==> config.mk <==
export PLATFORM = sky130hd
export DESIGN_NAME = if_stage
export DESIGN_NICKNAME = d
export VERILOG_FILES = /design/src/rtl/if_stage.sv
export SDC_FILE = /design/constraint.sdc
export NUM_CORES = 1
export LEC_CHECK = 0
export CAP_MARGIN = 10
export CORE_MARGIN = 3
export CORE_UTILIZATION = 47
export CTS_CLUSTER_SIZE = 14
export DETAILED_ROUTE_END_ITERATION = 12
export GPL_TIMING_DRIVEN = 1
export PLACE_DENSITY = 0.79
export SLEW_MARGIN = 20
export SYNTH_ARGS = -nofsm -noshare
export SYNTH_HDL_FRONTEND = slang
export SYNTH_SLANG_ARGS = --single-unit
==> constraint.sdc <==
create_clock -name clk_i -period 2.27 [get_ports clk_i]
set_input_delay 0.454 -clock clk_i [delete_from_list [all_inputs] [get_ports clk_i]]
set_output_delay 0.454 -clock clk_i [all_outputs]
set_load 0.02 [all_outputs]
==> src/rtl/if_stage.sv <==
// Instruction fetch stage: drives a request/ack memory port and presents one registered
// instruction to decode. A one-entry skid buffer absorbs a word acked while decode is frozen.
module if_stage #(
    parameter logic [31:0] RESET_PC = 32'h0000_0000
) (
    input  logic        clk_i,
    input  logic        rst_ni,
    input  logic        freeze_i,
    input  logic        branch_taken_i,
    input  logic [31:0] branch_addr_i,
    output logic        imem_req_o,
    output logic [31:0] imem_addr_o,
    input  logic        imem_ack_i,
    input  logic [31:0] imem_rdata_i,
    output logic [31:0] instruction_o,
    output logic [31:0] pc_out_o,
    output logic        valid_o
);

    // state  | meaning
    // S_IDLE | after reset, no request; moves to S_REQ on the next edge
    // S_REQ  | request driven at fetch_q until acked
    // S_HOLD | word parked in the skid buffer, waiting for freeze to drop
    typedef enum logic [1:0] {
        S_IDLE = 2'd0,
        S_REQ  = 2'd1,
        S_HOLD = 2'd2
    } state_t;

    localparam logic [31:0] RESET_PC_ALIGNED = {RESET_PC[31:2], 2'b00};

    state_t      state_q, state_d;
    logic [31:0] fetch_q, fetch_d;
    logic [31:0] instr_q, instr_d;
    logic [31:0] pc_q, pc_d;
    logic        valid_q, valid_d;
    logic        skid_vld_q, skid_vld_d;
    logic [31:0] skid_instr_q, skid_instr_d;
    logic [31:0] skid_pc_q, skid_pc_d;
    logic        discard_q, discard_d;
    logic [31:0] target_q, target_d;

    logic [31:0] br_aligned;
    logic [31:0] fetch_inc;
    logic        ack;

    assign br_aligned = {branch_addr_i[31:2], 2'b00};
    assign fetch_inc  = fetch_q + 32'd4;
    assign ack        = imem_ack_i && (state_q == S_REQ);

    always_ff @(posedge clk_i) begin
        if (!rst_ni) begin
            state_q      <= S_IDLE;
            fetch_q      <= RESET_PC_ALIGNED;
            instr_q      <= 32'h0;
            pc_q         <= 32'h0;
            valid_q      <= 1'b0;
            skid_vld_q   <= 1'b0;
            skid_instr_q <= 32'h0;
            skid_pc_q    <= 32'h0;
            discard_q    <= 1'b0;
            target_q     <= 32'h0;
        end else begin
            state_q      <= state_d;
            fetch_q      <= fetch_d;
            instr_q      <= instr_d;
            pc_q         <= pc_d;
            valid_q      <= valid_d;
            skid_vld_q   <= skid_vld_d;
            skid_instr_q <= skid_instr_d;
            skid_pc_q    <= skid_pc_d;
            discard_q    <= discard_d;
            target_q     <= target_d;
        end
    end

    always_comb begin
        state_d      = state_q;
        fetch_d      = fetch_q;
        instr_d      = instr_q;
        pc_d         = pc_q;
        valid_d      = valid_q;
        skid_vld_d   = skid_vld_q;
        skid_instr_d = skid_instr_q;
        skid_pc_d    = skid_pc_q;
        discard_d    = discard_q;
        target_d     = target_q;

        unique case (state_q)
            S_IDLE: begin
                state_d = S_REQ;
                if (branch_taken_i) begin
                    fetch_d = br_aligned;
                    valid_d = 1'b0;
                end
            end
            S_REQ: begin
                if (branch_taken_i) begin
                    valid_d    = 1'b0;
                    skid_vld_d = 1'b0;
                    if (ack) begin
                        fetch_d   = br_aligned;
                        discard_d = 1'b0;
                    end else begin
                        // address must stay put until the in-flight request is acked
                        discard_d = 1'b1;
                        target_d  = br_aligned;
                    end
                end else if (ack && discard_q) begin
                    discard_d = 1'b0;
                    fetch_d   = target_q;
                    if (!freeze_i) begin
                        valid_d = 1'b0;
                    end
                end else if (ack && !freeze_i) begin
                    instr_d = imem_rdata_i;
                    pc_d    = fetch_inc;
                    valid_d = 1'b1;
                    fetch_d = fetch_inc;
                end else if (ack) begin
                    skid_vld_d   = 1'b1;
                    skid_instr_d = imem_rdata_i;
                    skid_pc_d    = fetch_inc;
                    fetch_d      = fetch_inc;
                    state_d      = S_HOLD;
                end else if (!freeze_i) begin
                    valid_d = 1'b0;
                end
            end
            S_HOLD: begin
                if (branch_taken_i) begin
                    valid_d    = 1'b0;
                    skid_vld_d = 1'b0;
                    fetch_d    = br_aligned;
                    state_d    = S_REQ;
                end else if (!freeze_i) begin
                    instr_d    = skid_instr_q;
                    pc_d       = skid_pc_q;
                    valid_d    = skid_vld_q;
                    skid_vld_d = 1'b0;
                    state_d    = S_REQ;
                end
            end
            default: begin
                state_d = S_IDLE;
            end
        endcase
    end

    assign imem_req_o    = (state_q == S_REQ);
    assign imem_addr_o   = fetch_q;
    assign instruction_o = instr_q;
    assign pc_out_o      = pc_q;
    assign valid_o       = valid_q;

endmodule

==> reports/summary.json <==
{
  "clocking": {
    "tritoncts": "done",
    "post-cts-setup-buffer-count": 0,
    "clkSlewWorstSetupHoldPaths_ns": 0.07,
    "max_buffers_root_to_sink": 2,
    "worstSkewPairLatency_ns": 0.43,
    "cts-root-buf": "sky130_fd_sc_hd__clkbuf_16",
    "cts.sinks": 189,
    "clock_tree.htree_level_count": 4,
    "cts-buffers-inserted": 17
  },
  "yosys": {
    "netlist-cell-type-count": 61,
    "mappedNetlistArea_um2": 8620,
    "synthesis.yosys.warnings": 0,
    "yosys.area.top_type": "sky130_fd_sc_hd__dfxtp_1",
    "netlist.area_leader.share_pct": 43.9,
    "synth.yosys.seq_area_share_pct": 43.9,
    "synth-seq-cells": 189,
    "post_synth_inst_count": 1072,
    "mean_instance_size_in_the_synthesized_netlist_um2": 8.04,
    "synth-async-reset-ratio_pct": 0,
    "synth-edff-count": 0,
    "synth_ff_type": "sky130_fd_sc_hd__dfxtp_1",
    "netlist_top_cells_area": "sky130_fd_sc_hd__dfxtp_1 44%, sky130_fd_sc_hd__nand2_1 7.8%, sky130_fd_sc_hd__a21oi_1 6.7%"
  },
  "grt": {
    "gr-total-overflow": 0,
    "grt.total_usage_pct": 24.7,
    "first_global_vias": 7870,
    "maximum_number_of_pins_on_one_net_before_global_route_repair": 65,
    "grt_antenna_before_repair": 0,
    "global_route_wire_length_before_repair_mm": 40.6
  },
  "place": {
    "place.detailed.instances": 1461,
    "place_worst_setup_slack_ns": -0.0743,
    "gp_routability_congestion": 0.999,
    "post_place_cell_area_um2": 11000,
    "detailed_place_hpwl_mm": 18.0,
    "numPortBuffers": 160
  },
  "die": {
    "die_h_um": 141,
    "boundaryPins": 167,
    "core_region_area_um2": 17600,
    "num_rows": 48,
    "die_w_um": 141,
    "floorplan.die_area_um2": 20000,
    "start_util_pct": 49.0
  },
  "routing": {
    "detailedRoute.firstPassIterationCount": 6,
    "drt_iter0_markers": 896,
    "wl_per_cell_um": 17.0,
    "post-route-drc-count": 0,
    "vias_per_cell": 5.77,
    "drt_wl_total_mm": 25.3,
    "total_via_count_after_detailed_routing": 8620,
    "detail-route-antenna-nets": 0
  },
  "final_layout": {
    "drive_above_1_share_pct": 11.6,
    "antenna-diode-count": 0,
    "fillCellCount": 1468,
    "final_area_um2": 11600,
    "final_net_count": 1330,
    "leading_cell_types_in_the_layout_fill_and_taps_excluded": "188 x sky130_fd_sc_hd__dfxtp_1, 179 x sky130_fd_sc_hd__nand2_1, 158 x sky130_fd_sc_hd__clkdlybuf4s50_1",
    "layout.cells.most_common": "sky130_fd_sc_hd__dfxtp_1",
    "stdcell_count": 1493,
    "layout.core_utilization_pct": 66.1,
    "area_growth_pct": 34.9
  },
  "pwr": {
    "power.density_cell_area_nw_per_um2": 998,
    "cellLeakagePower_nw": 4.10,
    "totalPowerFinal_mw": 11.6,
    "max-vdd-ir-drop_mv": 0.578
  },
  "timing": {
    "max_clock_freq_mhz": 461,
    "timing_hold_violations_final": 0,
    "unrepaired_setup_endpoints_after_global_routing": "yes",
    "skew_ns": 0.00605,
    "report.final.slew_viol_count": 0,
    "hold_ws_ns": 0.418,
    "period_share_pct": 95.6,
    "fin_setup_tns_ns": 0,
    "max-slew-margin-rel_pct": 63.4,
    "setup_violations": 0,
    "layout_min_cycle_time_ns": 2.17,
    "tightestPinTransition_ns": 0.545,
    "finalWorstSetupSlack_ns": 0.100
  },
  "critical_path": {
    "critical-path-slowest-cell": "sky130_fd_sc_hd__or3_1",
    "criticalPathCategory": "reg2reg",
    "critical_path_peak_fanout": 7,
    "kind_of_start_point_of_the_critical_path": "register",
    "cp_slowest_stage_delay_ns": 0.40,
    "nature_of_the_critical_path_endpoint": "register",
    "critical_path_arrival_ns": 2.52,
    "cp_data_required_time_ns": 2.62,
    "timing.critical_path.cells": "inv_1, ha_4, or3_1, nor2_2, buf_4, a22o_1, a21oi_1, a211oi_1"
  },
  "worst_hold_path": {
    "timing.hold.worst.class": "in2reg"
  },
  "run": {
    "max_cap_violations": 0
  },
  "outcome": {
    "status": "finished, final reports clean"
  }
}
routing by layer:
| layer | up-vias | routed length (um) | GRT usage [%] |
|---|---|---|---|
| li1 | 4188 | - | - |
| met1 | 4010 | 11100 | 35.2 |
| met2 | 382 | 11800 | 38.4 |
| met3 | 40 | 1950 | 4.38 |
| met4 | 0 | 480 | 7.42 |
| met5 | - | 0 | 0 |
sequential cells by signal (all words and copies together), names as in the netlist:
name,flops
discard_q,1
imem_addr_o,30
instruction_o,32
pc_out_o,30
skid_instr_q,32
skid_pc_q,30
skid_vld_q,1
state_q,2
target_q,30
valid_o,1
where the power goes:
group	switching (mW)	internal, mW	leakage [nW]
clock	1.38	1.66	0.286
combinational	2.50	1.93	2.28
sequential	0.395	3.76	1.53
total	4.27	7.34	4.10
worst max-delay path, delay by kind of cell (launching register included):
kind | cells | cell delay [ns]
flops | 1 | 0.38
simple gates | 2 | 0.69
buf+inv | 2 | 0.30
fa+ha+maj | 1 | 0.20
compound gates | 3 | 0.49
path summary, 6_finish.rpt:
path | startpoint | endpoint | slack, ns | depth (start not counted)
max | state_q[0] | imem_addr_o[21] | 0.10 | 8
min | rst_ni | target_q[28] | 0.42 | 3
max reg2reg | state_q[0] | imem_addr_o[21] | 0.10 | 8
min reg2reg | pc_out_o[6] | pc_out_o[6] | 0.45 | 2
cells in the mapped netlist, types with 4 or more instances:
cell / n
sky130_fd_sc_hd__mux2i_1: 36
sky130_fd_sc_hd__xor2_1: 12
sky130_fd_sc_hd__a21o_1: 5
sky130_fd_sc_hd__nor2_1: 87
sky130_fd_sc_hd__xnor2_1: 9
sky130_fd_sc_hd__a221oi_1: 9
sky130_fd_sc_hd__a211o_1: 4
sky130_fd_sc_hd__or3_1: 8
sky130_fd_sc_hd__inv_1: 11
sky130_fd_sc_hd__buf_1: 8
sky130_fd_sc_hd__nand3_1: 37
sky130_fd_sc_hd__o21a_1: 6
sky130_fd_sc_hd__a211oi_1: 46
sky130_fd_sc_hd__o211ai_1: 6
sky130_fd_sc_hd__o21ai_0: 70
sky130_fd_sc_hd__o22ai_1: 6
sky130_fd_sc_hd__and4_1: 6
sky130_fd_sc_hd__nor4_1: 5
sky130_fd_sc_hd__nand4_1: 12
sky130_fd_sc_hd__ha_1: 6
sky130_fd_sc_hd__dfxtp_1: 189
sky130_fd_sc_hd__a21oi_1: 116
sky130_fd_sc_hd__buf_2: 12
sky130_fd_sc_hd__clkbuf_1: 68
sky130_fd_sc_hd__and3_1: 15
sky130_fd_sc_hd__nor3_1: 17
sky130_fd_sc_hd__o31ai_1: 6
sky130_fd_sc_hd__nand2_1: 179
sky130_fd_sc_hd__buf_4: 5
sky130_fd_sc_hd__a31oi_1: 17
sky130_fd_sc_hd__a22oi_1: 5
sky130_fd_sc_hd__o31a_1: 4
sky130_fd_sc_hd__a311oi_1: 4
kinds of logic after synthesis:
family	count (synthesis)	share of synthesized area, %
xor+xnor	21	2.13
fa+ha+maj	6	0.871
buf+inv	105	4.96
simple gates	391	20.9
other cells	1	0.0435
flops	189	43.9
mux	36	4.18
compound gates	323	23.1
repair_timing:
action,CTS,global route
setup endpoints to repair,1,31
pin swaps,0,1
gates resized for setup,1,6
hold buffers,0,0
layout make-up:
cell class	count	area (um2)	share of cell area, %
clock buffers	17	425	3.66
multi-input cells	781	4480	38.5
well taps	225	282	2.42
flip-flops and latches	189	3780	32.5
inverters	12	51.3	0.441
clock inverters	15	180	1.55
repair buffers	254	2430	20.9
No activity file was read; power rests on OpenSTA's default activity.
